**src/rtl/fir_pkg.sv**
```systemverilog
// Shared FIR helpers: default 16-tap lowpass half-table, clog2, output saturation.
package fir_pkg;

  function automatic int unsigned clog2(input int unsigned n);
    int unsigned r;
    r = 0;
    for (int unsigned i = 0; i < 32; i++)
      if ((32'd1 << i) < n) r = i + 1;
    return r;
  endfunction

  // Half of a symmetric lowpass; c[i] pairs with tap TAPS-1-i.
  function automatic logic signed [7:0] coef_default(input int unsigned i);
    case (i)
      0:       return -8'sd1;
      1:       return -8'sd2;
      2:       return -8'sd3;
      3:       return -8'sd1;
      4:       return  8'sd4;
      5:       return  8'sd13;
      6:       return  8'sd23;
      7:       return  8'sd30;
      default: return  8'sd0;
    endcase
  endfunction

  function automatic logic signed [63:0] sat_max(input int unsigned ow);
    return (64'sd1 <<< (ow - 1)) - 64'sd1;
  endfunction

  // {above max, below min} of a full-precision value against an ow-bit signed range.
  function automatic logic [1:0] sat_chk(input logic signed [63:0] v, input int unsigned ow);
    logic signed [63:0] hi;
    hi = sat_max(ow);
    return {v > hi, v < (-hi - 64'sd1)};
  endfunction

endpackage

```
**src/rtl/fir_sym_param_if.sv**
```systemverilog
// Sample stream bus of the symmetric FIR: master feeds samples, slave returns results.
interface fir_sym_param_if #(
  parameter int DW = 8,
  parameter int OW = 20
);
  logic                 en;
  logic [DW-1:0]        xin;
  logic                 clr;
  logic                 valid;
  logic signed [OW-1:0] yout;
  logic                 sat;

  modport master (output en, xin, clr, input valid, yout, sat);
  modport slave  (input en, xin, clr, output valid, yout, sat);
endinterface

```
**src/rtl/fir_add_tree.sv**
```systemverilog
// Registered binary adder tree, one register level per tree level, full precision.
module fir_add_tree
  import fir_pkg::*;
#(
  parameter int N = 8,
  parameter int W = 18
) (
  input  logic                          clk,
  input  logic                          rstn,
  input  logic                          clr,
  input  logic                          vin,
  input  logic signed [W-1:0]           leaf [N],
  output logic                          vout,
  output logic signed [W+clog2(N)-1:0]  sum
);
  localparam int L  = clog2(N);
  localparam int NP = 1 << L;
  localparam int SW = W + L;

  logic signed [SW-1:0] lf  [NP];
  logic signed [SW-1:0] src [L][NP];
  logic signed [SW-1:0] st  [L][NP/2];
  logic [L-1:0]         vt;
  logic [L:0]           vc;

  for (genvar i = 0; i < NP; i++) begin : g_leaf
    if (i < N) begin : g_used
      assign lf[i] = SW'(leaf[i]);
    end else begin : g_pad
      assign lf[i] = '0;
    end
  end

  // Level l reads row l of src; rows are zero-padded so every level adds NP/2 pairs.
  always_comb begin
    for (int unsigned l = 0; l < L; l++)
      for (int unsigned i = 0; i < NP; i++)
        src[l][i] = '0;
    for (int unsigned i = 0; i < NP; i++)
      src[0][i] = lf[i];
    for (int unsigned l = 1; l < L; l++)
      for (int unsigned i = 0; i < NP/2; i++)
        src[l][i] = st[l-1][i];
  end

  assign vc = {vt, vin};

  always_ff @(posedge clk or negedge rstn) begin
    if (!rstn) begin
      vt <= '0;
      for (int unsigned l = 0; l < L; l++)
        for (int unsigned i = 0; i < NP/2; i++)
          st[l][i] <= '0;
    end else begin
      vt <= clr ? '0 : vc[L-1:0];
      for (int unsigned l = 0; l < L; l++)
        for (int unsigned i = 0; i < NP/2; i++)
          st[l][i] <= src[l][2*i] + src[l][2*i+1];
    end
  end

  assign vout = vc[L];
  assign sum  = st[L-1][0];

endmodule

```
**src/rtl/fir_sym_param.sv**
```systemverilog
// Symmetric-pair FIR: delay line, pre-add, multiply, adder tree, saturate (LAT = 4 + clog2(TAPS/2)).
// FIR_COEF_LOAD_EN adds a shadow coefficient bank with runtime load and one-cycle swap.
module fir_sym_param
  import fir_pkg::*;
#(
  parameter int DW        = 8,
  parameter int CW        = 8,
  parameter int TAPS      = 16,
  parameter int OW        = 20,
  parameter int IN_SIGNED = 0
) (
  input  logic                       clk,
  input  logic                       rstn,
  fir_sym_param_if.slave             bus
`ifdef FIR_COEF_LOAD_EN
  ,
  input  logic                       coef_we,
  input  logic [clog2(TAPS/2)-1:0]   coef_addr,
  input  logic [CW-1:0]              coef_wdata,
  input  logic                       coef_swap
`endif
);
  localparam int N  = TAPS / 2;
  localparam int L  = clog2(N);
  localparam int XW = DW + 2;
  localparam int PW = DW + CW + 2;
  localparam int SW = PW + L;
  localparam logic signed [OW-1:0] YMAX = OW'(sat_max(OW));
  localparam logic signed [OW-1:0] YMIN = ~YMAX;

  logic [DW-1:0]        dl   [TAPS];
  logic signed [XW-1:0] pr   [N];
  logic signed [PW-1:0] prod [N];
  logic signed [CW-1:0] ceff [N];
  logic                 v0, v1, v2, vt;
  logic signed [SW-1:0] tsum;
  logic [1:0]           rng;

  function automatic logic signed [XW-1:0] ext(input logic [DW-1:0] x);
    if (IN_SIGNED != 0) return XW'(signed'(x));
    else                return XW'(x);
  endfunction

`ifdef FIR_COEF_LOAD_EN
  logic signed [CW-1:0] act [N];
  logic signed [CW-1:0] shd [N];

  // Swap reads the pre-write shadow, so a coincident write lands only in the shadow.
  always_ff @(posedge clk or negedge rstn) begin
    if (!rstn) begin
      for (int unsigned i = 0; i < N; i++) begin
        act[i] <= CW'(coef_default(i));
        shd[i] <= CW'(coef_default(i));
      end
    end else begin
      if (coef_swap)
        for (int unsigned i = 0; i < N; i++) act[i] <= shd[i];
      if (coef_we && int'(coef_addr) < N)
        shd[coef_addr] <= coef_wdata;
    end
  end

  always_comb
    for (int unsigned i = 0; i < N; i++) ceff[i] = coef_swap ? shd[i] : act[i];
`else
  always_comb
    for (int unsigned i = 0; i < N; i++) ceff[i] = CW'(coef_default(i));
`endif

  always_ff @(posedge clk or negedge rstn) begin
    if (!rstn) begin
      for (int unsigned i = 0; i < TAPS; i++) dl[i] <= '0;
      for (int unsigned i = 0; i < N; i++) begin
        pr[i]   <= '0;
        prod[i] <= '0;
      end
      v0 <= 1'b0;
      v1 <= 1'b0;
      v2 <= 1'b0;
    end else begin
      v0 <= bus.en & ~bus.clr;
      v1 <= v0 & ~bus.clr;
      v2 <= v1 & ~bus.clr;
      if (bus.clr) begin
        for (int unsigned i = 0; i < TAPS; i++) dl[i] <= '0;
      end else if (bus.en) begin
        dl[0] <= bus.xin;
        for (int unsigned i = 1; i < TAPS; i++) dl[i] <= dl[i-1];
      end
      for (int unsigned i = 0; i < N; i++) begin
        pr[i]   <= ext(dl[i]) + ext(dl[TAPS-1-i]);
        prod[i] <= PW'(pr[i]) * PW'(ceff[i]);
      end
    end
  end

  fir_add_tree #(.N(N), .W(PW)) u_tree (
    .clk  (clk),
    .rstn (rstn),
    .clr  (bus.clr),
    .vin  (v2),
    .leaf (prod),
    .vout (vt),
    .sum  (tsum)
  );

  assign rng = sat_chk(64'(tsum), OW);

  always_ff @(posedge clk or negedge rstn) begin
    if (!rstn) begin
      bus.valid <= 1'b0;
      bus.yout  <= '0;
      bus.sat   <= 1'b0;
    end else begin
      bus.valid <= vt & ~bus.clr;
      if (vt && !bus.clr) begin
        bus.yout <= rng[1] ? YMAX : (rng[0] ? YMIN : OW'(tsum));
        bus.sat  <= |rng;
      end
    end
  end

endmodule

```
**src/flat_wrapper.sv**
```systemverilog
// flat-port wrapper written by rule: the top's interface ports become plain ports
module fir_sym_param_flat import fir_pkg::*;
#(
  parameter int DW        = 8,
  parameter int CW        = 8,
  parameter int TAPS      = 16,
  parameter int OW        = 20,
  parameter int IN_SIGNED = 0
)
  (clk, rstn, bus_en, bus_xin, bus_clr, bus_valid, bus_yout, bus_sat);
  fir_sym_param_if #(.DW(DW), .OW(OW)) bus_i ();
  input  logic clk;
  input  logic rstn;
  input wire logic [$bits(bus_i.en)-1:0] bus_en;
  input wire logic [$bits(bus_i.xin)-1:0] bus_xin;
  input wire logic [$bits(bus_i.clr)-1:0] bus_clr;
  output wire logic [$bits(bus_i.valid)-1:0] bus_valid;
  output wire logic [$bits(bus_i.yout)-1:0] bus_yout;
  output wire logic [$bits(bus_i.sat)-1:0] bus_sat;
  assign bus_i.en = bus_en;
  assign bus_i.xin = bus_xin;
  assign bus_i.clr = bus_clr;
  assign bus_valid = bus_i.valid;
  assign bus_yout = bus_i.yout;
  assign bus_sat = bus_i.sat;
  fir_sym_param #(.DW(DW), .CW(CW), .TAPS(TAPS), .OW(OW), .IN_SIGNED(IN_SIGNED)) u_core (.clk(clk), .rstn(rstn), .bus(bus_i));
endmodule
```
**config.mk**
```make
export PLATFORM = sky130hd
export DESIGN_NAME = fir_sym_param_flat
export DESIGN_NICKNAME = d
export VERILOG_FILES = /design/src/rtl/fir_pkg.sv /design/src/rtl/fir_sym_param_if.sv /design/src/rtl/fir_add_tree.sv /design/src/rtl/fir_sym_param.sv /design/src/flat_wrapper.sv
export SDC_FILE = /design/constraint.sdc
export NUM_CORES = 1
export LEC_CHECK = 0
export CAP_MARGIN = 30
export CORE_MARGIN = 2
export CORE_UTILIZATION = 66
export CTS_BUF_LIST = sky130_fd_sc_hd__clkbuf_4 sky130_fd_sc_hd__clkbuf_8
export DETAILED_ROUTE_END_ITERATION = 16
export PLACE_DENSITY = 0.9
export SYNTH_ARGS = -nofsm -noshare
export SYNTH_HDL_FRONTEND = slang
export SYNTH_SLANG_ARGS = --single-unit
```
**constraint.sdc**
```tcl
create_clock -name clk -period 4.47 [get_ports clk]
set_input_delay 0.6705 -clock clk [delete_from_list [all_inputs] [get_ports clk]]
set_output_delay 0.6705 -clock clk [all_outputs]
set_load 0.02 [all_outputs]
```
==> Yosys cells after proc, flatten, opt, wreduce, memory -nomap -nowiden <==
Index checks and enable logic that the tools add are counted.
{ "totals": {"regBits": 473, "ram_bits": 0, "output_inout_bits": 22, "romBits": 0, "memories": 0, "latch_bits": 0} }
{ "op_classes": {"shifts": 0, "mux": 5, "reduce_logical": 4, "eq_ne": 0, "n_addsub": 18, "mul": 4, "n_lt_le_gt_ge": 2, "div": 0, "n_bitwise": 5} }
{ "op_table": {"columns": ["cell", "count"], "rows": [
  ["$mux W128", 2],
  ["$add A8 B8 Y9", 8],
  ["$mux W20", 2],
  ["$neg A9 Y18", 2],
  ["$mul A9 B4 Y13 const B", 2],
  ["$add A21 B21 Y21", 1],
  ["$gt A21 B20 Y1 const B", 1],
  ["$lt A21 B20 Y1 const B", 1],
  ["$add A19 B19 Y20", 1],
  ["$add A13 B18 Y19", 1],
  ["$add A18 B18 Y19", 1],
  ["$neg A9 Y17", 1],
  ["$add A14 B15 Y16", 1],
  ["$add A14 B14 Y15", 1],
  ["$add A11 B13 Y14", 1],
  ["$mul A9 B5 Y14 const B", 1],
  ["$mul A10 B3 Y13 const B", 1],
  ["$and A1 B1 Y1", 4],
  ["$mux W3", 1],
  ["$reduce_bool A2 Y1", 1],
  ["$reduce_or A2 Y1", 1],
  ["$logic_and A1 B1 Y1", 1],
  ["$logic_not A1 Y1", 1],
  ["$not A1 Y1", 1]
]} }

==> Logic depth before layout (Yosys ltp) <==
Gate-level depths: netlist (run 1).
{ "depth": {"depth_word": 3, "ltp_mapped": 12, "ltp_nobuf": 12} }

==> Hierarchy <==
Synthesis (run 1) repeated with hierarchy kept, for this count alone.
{ "hier_totals": {"hier_cells": 2405, "hier_area_um2": 26601.8} }
{ "by_module_without_submodules": {"columns": ["mod", "instances", "seq_area_each_um2", "area_each_um2", "cells_each"], "rows": [
  ["fir_sym_param", 1, 8458.1, 16942.5, 1442],
  ["fir_add_tree", 1, 3528.4, 9659.3, 963]
]} }

==> Least setup slack after synthesis (run 1) <==
No wires, ideal clock.
{ "synth_path": {"path_kind": "register -> register", "startpoint": "register u_core.pr[16] (netlist name)", "endpoint": "register u_core.prod[30] (netlist name)", "arrival_ps": 3054, "synth_period_minus_slack_ps": 3123, "path_stages_with_launch": 12, "path_buffers": 0, "setup_time_ps": 69, "slack_ps": 1347, "path_cell_list": "dfrtp_1 -> ha_1 -> fa_1 -> inv_1 -> fa_1 -> inv_1 -> ha_1 -> or2_2 -> a21oi_1 -> a31oi_1 -> or4_1 -> nand3_1"} }
{ "synth_between": {"elab_chain_cells": 1} }
{ "synth_lines": {"columns": ["item", "line", "rtl"], "rows": [
  ["from (decl)", "fir_sym_param.sv:32", "logic signed [XW-1:0] pr [N];"],
  ["from (signal, indexed assignment)", "fir_sym_param.sv:91", "pr[i] <= ext(dl[i]) + ext(dl[TAPS-1-i]);"],
  ["$mul A9 B5 Y14", "fir_sym_param.sv:92", "prod[i] <= PW'(pr[i]) * PW'(ceff[i]);"],
  ["to (signal, indexed assignment)", "fir_sym_param.sv:92", null],
  ["to (decl)", "fir_sym_param.sv:33", "logic signed [PW-1:0] prod [N];"]
]} }
No other way between the ends.
A chain may end at the register's enable or synchronous reset.

==> Worst setup path after layout (run 1) <==
{ "layout_path": {"startpoint": "register u_core.pr[11] (netlist name)", "endpoint": "register u_core.prod[31] (netlist name)"} }
Same word-level chain as after synthesis.

==> flow_summary.toml, run 1 <==
[synthesis]
yosys_register_bits = 465
ys_top_cells_by_area = "dfrtp_1 (46%), ha_1 (13%), mux2i_1 (5.2%), xnor2_1 (4.0%), fa_1 (3.9%)"
yosysWarningCount = 0
synth_ff_type = "dfrtp_1"
ys_seq_area_share_pct = 46.2
yosys.area.top_type_share_pct = 46.2
netlist_area_mm2 = 0.0252
async_flop_share_pct = 100
yosysUniqueCellTypes = 71
synth_edf_count = 0
avgSynthCellArea_um2 = 10.7
synth_largest_area_cell = "dfrtp_1"
syn-num-nets = 2674
synthCells = 2349

[clocking]
cts_setup_buffers = 0
clk_pin_slew_ps = 60
ctsRootBufferMaster = "clkbuf_8"
htreeDepth = 3
clock_path_buffers = 3
clock_latency_ps = 640
cts_num_sinks = 465
cts_hold_buf = 0
cts_tree = "done"
cts_buffers = 76
cts_resized = 0

[power]
p_seq_share_pct = 42.8
p_total_mw = 11.5
netSwitchingPower_mw = 3.46
p_leak_nw = 14.6
p_clk_share_pct = 35.7
p_int_mw = 8.00
powerDensity_mw_per_mm2 = 412
ir_drop_uv = 254
combPwrFrac_pct = 21.6
p_sw_share_pct = 30.2

[global_route]
grt_use_total_pct = 28.7
antenna_found_initial = 1
grt_pass1_wl_mm = 91.0
gr-total-overflow = 0
grt_max_degree = 139
first_global_vias = 18700

[sta]
worstMarginPinSlew_ps = 957
skew_ps = 34.9
max_freq_ghz = 0.289
setup_viol = 0
whs_ps = 2.09
fin_setup_tns_ps = 0
hold_viol = 0
fin_crit_sh_pct = 77.4
min_period_ps = 3460
slew_viol_final = 0
rsz0062_at_grt = "no"
slew_headroom_pct = 36.2

[route]
wirelength_mm = 54.4
drtIter0Drc = 1207
firstDrtPassIters = 5
vias = 17900
route.detailed.drc = 0
wl_met3_mm = 2.74
via_per_inst = 5.98
route.met2.wl_mm = 27.6
wl_per_cell_um = 18.2
top_layer_used = "met5"
wl_met1_mm = 22.0
ant_nets = 0

[worst_setup_path]
r2r_start = "u_core.pr[11]"
cp_top_family = "adder cells"
required_ps = 4990
worst-path-max-fanout = 3
endpoint_kind = "flip-flop"
cp_num_buf_inv = 2
cp_data_arrival_time_ps = 3980
cp_common_cell = "o21ai_0"
reg2regPathDepth = 12
critPathMaxStageDelay_ps = 510
r2r_end = "u_core.prod[31]"
crit_slowest_cell = "fa_1"
cp-start-kind = "flip-flop"
worstSetupPathType = "flip-flop to flip-flop"
path_cells = "ha_1 -> inv_1 -> fa_1 -> fa_1 -> inv_1 -> ha_1 -> o21ai_0 -> o21ai_0 -> a21oi_1 -> o21ai_0 -> nor2_1 -> nor4_1"
r2r_slack_ps = 1010

[placement]
dp.cells = 2854
port_buffers = 33
gp_congestion = 0.883
hpwl_mm = 37.3
place_area_mm2 = 0.0261

[finish]
syn2layout_area_growth_pct = 10.4
final_area_mm2 = 0.0278
fillers = 2395
drive_gt1_share_pct = 6.97
nets = 2746
diodes = 0
final_cells = 2993

[die]
coreArea_mm2 = 0.0377
die_h_um = 199
initial_core_util_pct = 66.9
rows = 71
die_w_um = 199
ios = 34
die_area_mm2 = 0.0397

[flow_run]
drv_cap = 0

[worst_hold_path]
hold_path.class = "primary input to asynchronous set/reset pin"

[outcome]
status = "completed"
-- sequential cells by signal, indices dropped and copies added, names as in the netlist --
register           cells
u_core.v1              1
u_core.u_tree.src    103
u_core.bus.yout       20
u_core.v2              1
u_core.u_tree.vt       3
u_core.bus.sat         1
u_core.pr             72
u_core.bus.valid       1
u_core.u_tree.sum     21
u_core.dl            128
u_core.v0              1
u_core.prod          113
-- cell families after synthesis --
group / share of synthesized area (%)
AOI/OAI and AO/OA: 11.2
buffers and inverters: 3.45
adders and majority gates: 17.0
muxes: 5.29
DFF: 46.2
xor gates and xnor gates: 5.67
and+or+nand+nor: 11.2
-- cell usage after synthesis (21+ instances only) --
library cell,count
o21a_1,26
nand2_1,139
nor2b_1,43
fa_1,49
xor2_1,48
nor2_1,237
ha_1,264
xnor2_1,115
dfrtp_1,465
a21o_1,53
inv_1,183
clkbuf_1,34
a21oi_1,121
o21ai_0,112
mux2i_1,132
nand2b_1,21
nor3_1,48
nand3_1,40
-- metal layers --
metal / vias to the layer above / GRT usage (%)
li1: 8288 / -
met1: 8827 / 35.4
met2: 611 / 50.2
met3: 172 / 4.74
met4: 2 / 12.0
met5: - / 0
-- stage by stage --
step           util [%]  worst slack, ps
3_3_place_gp       69.3             1250
6_report           73.9             1010
3_5_place_dp       69.3             1110
4_1_cts            73.9             1080
2_1_floorplan         -             1350
5_1_grt            73.9              704
-- cells in the final DEF (no fill, tap or decap), drive strengths merged, types with 10 or more instances in the layout --
cell / netlist / layout
dfrtp: 465 / 465
ha: 264 / 264
nor2: 237 / 237
inv: 183 / 185
nand2: 139 / 139
mux2i: 132 / 132
a21oi: 122 / 122
clkbuf: 34 / 118
xnor2: 115 / 115
o21ai: 113 / 113
a21o: 53 / 53
fa: 49 / 49
nor3: 48 / 48
xor2: 48 / 48
nor2b: 43 / 43
nand3: 40 / 40
clkdlybuf4s50: 0 / 30
o21a: 26 / 26
nand2b: 21 / 21
a211oi: 17 / 17
clkinv: 0 / 14
nor4: 13 / 13
buf: 14 / 12
o211ai: 11 / 11
o21bai: 10 / 10
or3: 10 / 10
and3: 10 / 10
-- area by class of cell --
class                      instances  area [um^2]  area share, %
inverter                         183          687           2.47
timing repair buffer              42          449           1.61
clock buffer                     118         1510           5.41
clock inverter                    21          218          0.783
multi-input combinational       1653        12700           45.6
tap                              511          639           2.30
sequential                       465        11600           41.8
-- how the worst max path moves through the flow --
stage | slack, ps | startpoint | to | cells past startpoint
2_1_floorplan | 1350 | u_core.pr[16] | u_core.prod[30] | 11
3_3_place_gp | 1250 | u_core.pr[13] | u_core.prod[31] | 12
3_5_place_dp | 1110 | u_core.pr[13] | u_core.prod[31] | 12
4_1_cts | 1080 | u_core.pr[13] | u_core.prod[31] | 12
5_1_grt | 700 | u_core.pr[13] | u_core.prod[31] | 12
6_report | 1010 | u_core.pr[11] | u_core.prod[31] | 12
-- power by group through the flow --
stage | combinational, mW | clock [mW] | sequential [mW]
final | 2.47 | 4.09 | 4.91
after global routing | 2.76 | 4.33 | 4.96
after CTS | 2.45 | 4.12 | 4.90
after detailed placement | 2.40 | 0 | 4.97
after global placement | 2.30 | 0 | 4.95
after floorplan | 1.82 | 0 | 4.88
Note: power is estimated with default switching activity, not from simulation.
==> run 2: changes to the inputs <==
- CORE_UTILIZATION: 66 -> 59
- PLACE_DENSITY: 0.9 -> 0.86
- clock period: 4.47 -> 3.07 ns (I/O delays scaled with it)
==> flow_summary.toml, run 2 (synthesis gave the netlist of run 1 again) <==
[outcome]
status = "finished with violations"
failed_checks = "negative setup slack"

[sta]
max_freq_ghz = 0.310
whs_ps = 94.2
setup_viol = 4
slew_headroom_pct = 37.9
fin_crit_sh_pct = 105
worstMarginPinSlew_ps = 931
fin_ws_ps = -155
min_period_ps = 3220
rsz0062_at_grt = "yes"
hold_viol = 0
skew_ps = 48.6
slew_viol_final = 0

[clocking]
clock_path_buffers = 3
cts_num_sinks = 465
cts_buffers = 74
clk_pin_slew_ps = 60
ctsRootBufferMaster = "clkbuf_8"
htreeDepth = 3
cts_tree = "done"
clock_latency_ps = 640

[finish]
final_cells = 3054
diodes = 0
final_area_mm2 = 0.0285
fillers = 2740
nets = 2785
regMostFlops = "u_core.dl"
final_common_cell = "dfrtp_1"
regArea_mm2 = 0.0116
multiInputGateArea_mm2 = 0.0130
syn2layout_area_growth_pct = 13.0
drive_gt1_share_pct = 10.3
final_cell_mix = "dfrtp_1 (463), ha_1 (250), nor2_1 (236), inv_1 (171), nand2_1 (138)"
largest_reg_flops = 128

[worst_setup_path]
critPathMaxStageDelay_ps = 530
cp_data_arrival_time_ps = 3740
cp-start-kind = "flip-flop"
crit_slowest_cell = "fa_1"
path_cells = "buf_4 -> ha_1 -> inv_1 -> fa_1 -> inv_1 -> ha_1 -> a211oi_2 -> o21ai_2 -> a21oi_2 -> o21ai_2 -> and4_1 -> nor4_2"
required_ps = 3590
worst-path-max-fanout = 3
worstSetupPathType = "flip-flop to flip-flop"
endpoint_kind = "flip-flop"

[global_route]
grt_use_total_pct = 25.4
grt_pass1_wl_mm = 91.4
gr-total-overflow = 0
first_global_vias = 18500
grt_max_degree = 133
antenna_found_initial = 0

[power]
p_sw_share_pct = 29.7
powerDensity_mw_per_mm2 = 582
p_clk_share_pct = 35.6
combPwrFrac_pct = 21.4
ir_drop_uv = 400
p_int_mw = 11.7
p_leak_nw = 14.7
netSwitchingPower_mw = 4.91
p_seq_share_pct = 43.0

[placement]
gp_congestion = 0.865
post-place-ws_ps = -343
dp.cells = 2908
hpwl_mm = 37.4
place_area_mm2 = 0.0264
port_buffers = 33

[route]
wl_per_cell_um = 18.5
ant_nets = 0
route.detailed.drc = 0
vias = 17900
firstDrtPassIters = 5
via_per_inst = 5.86
drtIter0Drc = 1530
wirelength_mm = 56.4

[die]
ios = 34
die_w_um = 211
initial_core_util_pct = 59.9
die_h_um = 211
die_area_mm2 = 0.0444
rows = 75
coreArea_mm2 = 0.0420

[worst_hold_path]
hold_path.class = "primary input to flip-flop"

[flow_run]
drv_cap = 0
-- run 2: layout make-up --
cell class,count,share of cell area [%]
Tap cell,539,2.37
Timing Repair Buffer,83,2.85
Inverter,183,2.43
Clock inverter,18,0.893
Multi-Input combinational cell,1653,45.6
Sequential cell,465,40.9
Clock buffer,113,5.00
-- run 2: power by group through the flow --
stage	sequential (mW)	combinational, mW	clock (mW)
2_1_floorplan	7.11	2.64	0
3_3_place_gp	7.22	3.38	0
3_5_place_dp	7.24	3.49	0
4_1_cts	7.13	3.52	5.98
5_1_grt	7.20	3.97	6.27
6_report	7.13	3.55	5.89
-- run 2: metrics by stage --
stage	utilization [%]	setup TNS (ps)	total power, mW
6_report	67.7	-439	16.6
5_1_grt	67.7	-885	17.4
4_1_cts	67.2	-39.4	16.6
3_5_place_dp	62.8	-969	10.7
3_3_place_gp	62.8	-276	10.6
2_1_floorplan	-	0	9.76
-- run 2: worst paths after layout --
kind	startpoint	endpoint	slack, ps	depth (start not counted)
max	u_core.pr[12]	u_core.prod[31]	-150	12
min	bus_clr	u_core.u_tree.vt[2]	90	2
max reg2reg	u_core.pr[12]	u_core.prod[31]	-150	12
min reg2reg	u_core.pr[35]	u_core.prod[61]	350	0
max in group asynchronous	rstn	u_core.prod[76]	1680	3
min in group asynchronous	rstn	u_core.bus.yout[1]	440	2
-- run 2: critical path: cells and delay by family (launching register included) --
kind,cells,cell delay [ps]
buffers and inverters,3,280
adder cells (fa/ha/maj),3,1160
AND/OR/NAND/NOR,2,450
AO/OA/AOI/OAI,4,790
flip-flops,1,460
-- run 2: timing repair --
item,in CTS,in global routing
pin swaps,16,21
hold buffers,1,0
resized for setup,26,31
hold endpoints to repair,71,0
setup endpoints to repair,7,10
buffers inserted,5,9
-- run 2: layer usage --
metal	share of wire [%]	vias up	track usage, %
li1	-	8362	-
met1	41	8763	31.4
met2	51	594	44.8
met3	4.9	177	4.07
met4	3.6	0	10.1
met5	0	-	0
